--- config.mk ---
export PLATFORM = sky130hd
export DESIGN_NAME = gpio_serial_loader_flat
export DESIGN_NICKNAME = d
export VERILOG_FILES = /design/src/rtl/gpio_serial_loader_if.sv /design/src/rtl/gpio_serial_loader.sv /design/src/flat_wrapper.sv
export SDC_FILE = /design/constraint.sdc
export NUM_CORES = 1
export LEC_CHECK = 0
export BUFFER_PORTS_ARGS = -buffer_cell sky130_fd_sc_hd__buf_2
export CAP_MARGIN = 5
export CORE_UTILIZATION = 59
export DETAILED_ROUTE_END_ITERATION = 7
export MAX_ROUTING_LAYER = met4
export PLACE_DENSITY_LB_ADDON = 0.1
export SYNTH_ARGS = -nofsm -noshare
export SYNTH_HDL_FRONTEND = slang
export SYNTH_SLANG_ARGS = --single-unit
--- constraint.sdc ---
create_clock -name wb_clk_i -period 23.1 [get_ports wb_clk_i]
set_input_delay 2.31 -clock wb_clk_i [delete_from_list [all_inputs] [get_ports wb_clk_i]]
set_output_delay 2.31 -clock wb_clk_i [all_outputs]
set_load 0.02 [all_outputs]
--- src/rtl/gpio_serial_loader_if.sv ---
// Request/status and serial-chain signals of the GPIO configuration loader.
// The slave modport is the loader itself; the master modport is its requester and chain.
interface gpio_serial_loader_if #(
    parameter int NUM_GPIO  = 19,
    parameter int CFG_WIDTH = 13
);
    logic                            start;
    logic [NUM_GPIO*CFG_WIDTH-1:0]   cfg_data;
    logic                            busy;
    logic                            done;
    logic                            serial_clock;
    logic                            serial_data;
    logic                            serial_load;
    logic                            serial_resetn;

    modport master (
        output start, cfg_data,
        input  busy, done, serial_clock, serial_data, serial_load, serial_resetn
    );

    modport slave (
        input  start, cfg_data,
        output busy, done, serial_clock, serial_data, serial_load, serial_resetn
    );
endinterface

--- src/rtl/gpio_serial_loader.sv ---
// Transmit end of the GPIO configuration shift chain: serialises one word per pad,
// farthest pad first and MSB first, then strobes serial_load.
module gpio_serial_loader #(
    parameter int NUM_GPIO  = 19,
    parameter int CFG_WIDTH = 13,
    parameter int CLK_DIV   = 4
) (
    input  logic                  wb_clk_i,
    input  logic                  wb_rst_i,
    gpio_serial_loader_if.slave   ser
);
    localparam int TOTAL = NUM_GPIO * CFG_WIDTH;
    localparam int BCW   = $clog2(TOTAL + 1);
    localparam logic [7:0]     PH_RELOAD = 8'(CLK_DIV - 1);
    localparam logic [BCW-1:0] BC_LOAD   = BCW'(TOTAL);
    localparam logic [BCW-1:0] BC_LAST   = BCW'(1);

    typedef enum logic [2:0] {IDLE, SHIFT_LO, SHIFT_HI, GUARD, LOAD} state_e;

    state_e             state_q, state_d;
    logic [7:0]         phase_q, phase_d;
    logic [BCW-1:0]     bitcnt_q, bitcnt_d;
    logic [TOTAL-1:0]   shadow_q, shadow_d;
    logic               sclk_q, sclk_d;
    logic               sload_q, sload_d;
    logic               busy_q, busy_d;
    logic               done_q, done_d;
    logic               resetn_q;

    always_ff @(posedge wb_clk_i or posedge wb_rst_i) begin
        if (wb_rst_i) begin
            state_q  <= IDLE;
            phase_q  <= '0;
            bitcnt_q <= '0;
            shadow_q <= '0;
            sclk_q   <= 1'b0;
            sload_q  <= 1'b0;
            busy_q   <= 1'b0;
            done_q   <= 1'b0;
            resetn_q <= 1'b0;
        end else begin
            state_q  <= state_d;
            phase_q  <= phase_d;
            bitcnt_q <= bitcnt_d;
            shadow_q <= shadow_d;
            sclk_q   <= sclk_d;
            sload_q  <= sload_d;
            busy_q   <= busy_d;
            done_q   <= done_d;
            resetn_q <= 1'b1;
        end
    end

    always_comb begin
        state_d  = state_q;
        phase_d  = phase_q;
        bitcnt_d = bitcnt_q;
        shadow_d = shadow_q;
        sclk_d   = sclk_q;
        sload_d  = sload_q;
        busy_d   = busy_q;
        done_d   = 1'b0;

        unique case (state_q)
            IDLE: begin
                if (ser.start) begin
                    shadow_d = ser.cfg_data;
                    bitcnt_d = BC_LOAD;
                    phase_d  = PH_RELOAD;
                    sclk_d   = 1'b0;
                    busy_d   = 1'b1;
                    state_d  = SHIFT_LO;
                end
            end
            SHIFT_LO: begin
                if (phase_q == 8'd0) begin
                    phase_d = PH_RELOAD;
                    sclk_d  = 1'b1;
                    state_d = SHIFT_HI;
                end else begin
                    phase_d = phase_q - 8'd1;
                end
            end
            SHIFT_HI: begin
                if (phase_q == 8'd0) begin
                    phase_d  = PH_RELOAD;
                    sclk_d   = 1'b0;
                    bitcnt_d = bitcnt_q - BC_LAST;
                    // Zeros shift in behind the data, so after the last bit the
                    // MSB (serial_data) is already 0 for the guard phase.
                    shadow_d = {shadow_q[TOTAL-2:0], 1'b0};
                    state_d  = (bitcnt_q != BC_LAST) ? SHIFT_LO : GUARD;
                end else begin
                    phase_d = phase_q - 8'd1;
                end
            end
            GUARD: begin
                if (phase_q == 8'd0) begin
                    phase_d = PH_RELOAD;
                    sload_d = 1'b1;
                    state_d = LOAD;
                end else begin
                    phase_d = phase_q - 8'd1;
                end
            end
            LOAD: begin
                if (phase_q == 8'd0) begin
                    sload_d = 1'b0;
                    busy_d  = 1'b0;
                    done_d  = 1'b1;
                    state_d = IDLE;
                end else begin
                    phase_d = phase_q - 8'd1;
                end
            end
            default: state_d = IDLE;
        endcase
    end

    assign ser.busy          = busy_q;
    assign ser.done          = done_q;
    assign ser.serial_clock  = sclk_q;
    assign ser.serial_data   = shadow_q[TOTAL-1];
    assign ser.serial_load   = sload_q;
    assign ser.serial_resetn = resetn_q;
endmodule

--- src/flat_wrapper.sv ---
// flat-port wrapper written by rule: the top's interface ports become plain ports
module gpio_serial_loader_flat 
#(
    parameter int NUM_GPIO  = 19,
    parameter int CFG_WIDTH = 13,
    parameter int CLK_DIV   = 4
)
  (wb_clk_i, wb_rst_i, ser_start, ser_cfg_data, ser_busy, ser_done, ser_serial_clock, ser_serial_data, ser_serial_load, ser_serial_resetn);
  gpio_serial_loader_if #(.NUM_GPIO(NUM_GPIO), .CFG_WIDTH(CFG_WIDTH)) ser_i ();
  input  logic wb_clk_i;
  input  logic wb_rst_i;
  input wire logic [$bits(ser_i.start)-1:0] ser_start;
  input wire logic [$bits(ser_i.cfg_data)-1:0] ser_cfg_data;
  output wire logic [$bits(ser_i.busy)-1:0] ser_busy;
  output wire logic [$bits(ser_i.done)-1:0] ser_done;
  output wire logic [$bits(ser_i.serial_clock)-1:0] ser_serial_clock;
  output wire logic [$bits(ser_i.serial_data)-1:0] ser_serial_data;
  output wire logic [$bits(ser_i.serial_load)-1:0] ser_serial_load;
  output wire logic [$bits(ser_i.serial_resetn)-1:0] ser_serial_resetn;
  assign ser_i.start = ser_start;
  assign ser_i.cfg_data = ser_cfg_data;
  assign ser_busy = ser_i.busy;
  assign ser_done = ser_i.done;
  assign ser_serial_clock = ser_i.serial_clock;
  assign ser_serial_data = ser_i.serial_data;
  assign ser_serial_load = ser_i.serial_load;
  assign ser_serial_resetn = ser_i.serial_resetn;
  gpio_serial_loader #(.NUM_GPIO(NUM_GPIO), .CFG_WIDTH(CFG_WIDTH), .CLK_DIV(CLK_DIV)) u_core (.wb_clk_i(wb_clk_i), .wb_rst_i(wb_rst_i), .ser(ser_i));
endmodule
==> impl_results.md <==
- Via count normalized by instance count: 5.465
- Final core utilization: about 72%
- Congestion Overflow GR: 0
- Commonest register cell after synthesis: dfrtp_1
- Adder-cell share of the synthesized area: less than 1%
- Starting density of the core: 60.73%
- Part of the power in the clock network: 27.9%
- Antenna Violating Nets Remaining: 0
- Buffers added on ports: 255
- Ports placed on the boundary: 256
- Met1 global-route usage: 36.50%
- Fraction of the yosys area taken by sequential cells: 57.00%
- Share of synthesized registers carrying an async set or reset: 100.0%
- Syn avg cell area: 9.751 sq um
- Kind of end point of the critical path: register
- Synth cell types: between 40 and 50
- Count of standard-cell rows: 51
- Fin Clk Skew: 0.009159 ns
- Internal Power: 0.001191 W
- Post-CTS Hold Buffers: 0
- Type of the setup path with the least slack: input port to register
- Maximum Capacitance Violations: 0
- Top post-synthesis cells by count: 314 x nor2_1, 271 x dfrtp_1, 146 x o22ai_1
- Fraction of synthesized cell area in xor and xnor cells: 0.7362%
- Biggest cell delay along the critical path: 0.91 ns
- Mux cell area share after synthesis: 8.666%
- Detail Placement HPWL: ~17000 microns
- Detailed-route wire length: 26790 microns
- Power share of the sequential group: 48.4%
- Post CTS Setup Buffer Count: 0
- Required time at the worst-slack endpoint: 23.56 ns
- Final Max Tran Viols: 0
- TritonCTS Buffers: 29
- Synthesis-to-finish area growth: 19.08%
- Number of placed instances with taps included: 1660
- Maximum net fanout on the critical path: 96
- Count of cells along the worst register-to-register path: 8
- Setup slack of the critical path after layout: between 15 and 20 ns
- Dominant cells by area after synthesis: dfrtp_1 57%, nor2_1 9.9%, mux2i_1 8.7%
- CTS H-tree depth: 1
- Simple-Gate Fraction of Synth Area: 15.42%
- Number of antenna violations at the first check in global routing: 10
- Min Tclk post-route: 4.531 ns
- Area taken by multi-input logic gates: 4633 sq um
- DR vias: 9427
- Flop and latch count out of synthesis: 271
- Relative contribution of combinational cells to total power: roughly a quarter
- Tightest Pin Transition: 1.151 ns
- Count of instances resized after the clock tree is built: 0
- Synth warn: 0
- Post-placement cell area: approximately 13000 sq um
- Width of the die: 144.0 microns
- Clock tree from TritonCTS: yes
- Max clock buf depth: 3
- First DRT Iteration DRCs: 696
- Nets@finish: roughly 1.7k
- Hold WC Path Type: register to register
- Number of cells produced by synthesis: about 1.2k
- Library cell contributing the largest single delay on the critical path: nor2_4
- TNS Setup: 0 ns
- Footprint of the flip-flops and latches: 6782 sq um
- Worst slack at placement: 18.05 ns
- Critical path cell sequence: buf_2, nor2b_1, a31oi_1, nor2_4, buf_4, nor2_1, nor2_1
- Data arrival time of the worst path: around 5.0 ns
- Share of Yosys cell area claimed by the top area cell type: 57.00%
- Biggest area consumer among synthesized cells: dfrtp_1
- Layout cell share with drive strength beyond 1: between 20 and 25%
- Finish-stage setup viols: 0
- Average routed wire per standard cell: 15.53 microns
- Clock latency reported for the late side of the worst-skew pair: approximately 0.54 ns
- Dominant combinational cell family by area after synthesis: simple AND/OR/NAND/NOR gates
- Sw power: 0.0005621 W
- Global-route total usage across every layer: 26.87%
- Total non-filler cell area in the finished layout: 14170 sq um
- Vertical die dimension: ~140 microns
- IR drop worst, VDD: between 0.00007 and 0.00008 V
- Number of failing hold endpoints at the final stage: 0
- Synthesized Nets: 1473
- Most numerous cell in the Yosys netlist: nor2_1
- Max Freq: 220.7 MHz
- Clock Root Buffer: clkbuf_16
- Worst-path clk slew: 0.06 ns
- Drt first pass iters: 4
- Fin cells: 1725
- Final period util: 19.61%
- Worst slew margin relative to its limit: between 20% and 30%
- CP startpoint kind: input port
- RSZ-0062 raised after global routing: false
- Post-route DRC: 0
- Result of the run: finished clean
- Share of total power consumed by net switching: 32.07%
- Via count of the first global-routing pass: 8962
- EDFF count, synth: 0
- Cell with the most instances on the worst path: nor2_1
- Floorplan Core Area: 19590 sq um
- Instance count along the most critical hold path: 2
- RePlAce Congestion: 0.8228
- # clock sinks: 271
- First-pass GRT wire length: 43250 microns
- Total of fill cells in the finished design: 1498
- M2 GR Usage: between 30% and 40%
- Busiest metal layer after global routing: met2
- Lkg Pwr: 6.423 nW
- Compound-cell area share of the yosys netlist: 13.53%
- Largest net degree at the start of global routing: 132
- Netlist area before placement: 11900 sq um
- Die area: 20730 sq um
- Areal power density over the cells: 123.7 nW/um^2
- Fraction of met3 tracks used by global routing: around 6.3%
registers in the layout, summed over array words and instances (netlist names):
signal	count
u_core.ser.busy	1
u_core.ser.serial_clock	1
u_core.ser.serial_resetn	1
u_core.state_q	3
u_core.shadow_q	247
u_core.ser.serial_load	1
u_core.phase_q	8
u_core.bitcnt_q	8
u_core.ser.done	1
logic make-up (layout without fill, tap and decap cells):
logic type / after synthesis / after routing
AND/OR/NAND/NOR: 459 / 459
AO/OA/AOI/OAI: 278 / 278
flip-flops: 271 / 271
multiplexers: 103 / 103
buffers and inverters: 95 / 323
XOR/XNOR: 10 / 10
adder cells (fa/ha/maj): 3 / 3
other: 1 / 13
final timing paths:
| kind | slack, ns | from | to |
|---|---|---|---|
| max | 18.57 | ser_start | u_core.shadow_q[125] |
| max reg2reg | 19.51 | u_core.phase_q[1] | u_core.shadow_q[125] |
| min in group asynchronous | 1.93 | wb_rst_i | u_core.shadow_q[40] |
| min | 0.48 | u_core.shadow_q[15] | u_core.shadow_q[15] |
| min reg2reg | 0.48 | u_core.shadow_q[15] | u_core.shadow_q[15] |
| max in group asynchronous | 19.62 | wb_rst_i | u_core.shadow_q[11] |
layout by cell type, fill, tap and decap left out, types with 2 or more instances in the layout:
cell,n
or3_1,2
nor4_1,2
and2_1,2
buf_4,8
xnor2_1,3
o21ai_1,79
clkbuf_16,29
clkinvlp_4,4
nand2b_1,4
o22ai_1,146
o31ai_1,2
inv_1,6
clkbuf_8,7
nand2_1,110
buf_2,255
a21oi_1,5
nor3_1,8
dfrtp_1,271
ha_1,3
diode_2,12
nand2_4,2
o21ai_0,35
clkinv_2,7
nor2_4,2
a31oi_1,3
bufinv_16,4
nor2_1,312
nand4_1,2
mux2i_1,103
xor2_1,7
power by group through the flow:
stage          Sequential (W)  Clock, W  Combinational (W)
5_1_grt              0.000876  0.000515           0.000484
2_1_floorplan        0.000816         0           0.000337
3_5_place_dp         0.000850         0           0.000419
4_1_cts              0.000847  0.000497           0.000422
6_report             0.000848  0.000490           0.000415
3_3_place_gp         0.000842         0           0.000394
per-layer routing:
metal,share of wire (%),up-vias
met4,3.1,0
met5,0,-
met1,44,4459
met2,45,267
li1,-,4644
met3,7.9,57
metrics by stage:
stage	hold WS, ns	power, W
finish	0.4782	0.001753
global route	0.5119	0.001876
CTS	0.4832	0.001765
detailed placement	0.4699	0.001270
global placement	0.4622	0.001236
floorplan	0.4496	0.001152
final cells by class:
class,count,share of cell area [%]
flip-flops and latches,271,47.87
clock buffers,37,5.829
repair buffers,263,9.433
inverters,7,0.2385
clock inverters,16,1.369
well taps,265,2.341
diodes,12,0.2120
multi-input cells,854,32.71
worst max-delay path: cells and delay by family:
kind	cells	cell delay (ns)
compound gates	1	0.10
simple gates	4	1.37
buf+inv	2	1.11
Note: power is estimated with default switching activity, not from simulation.
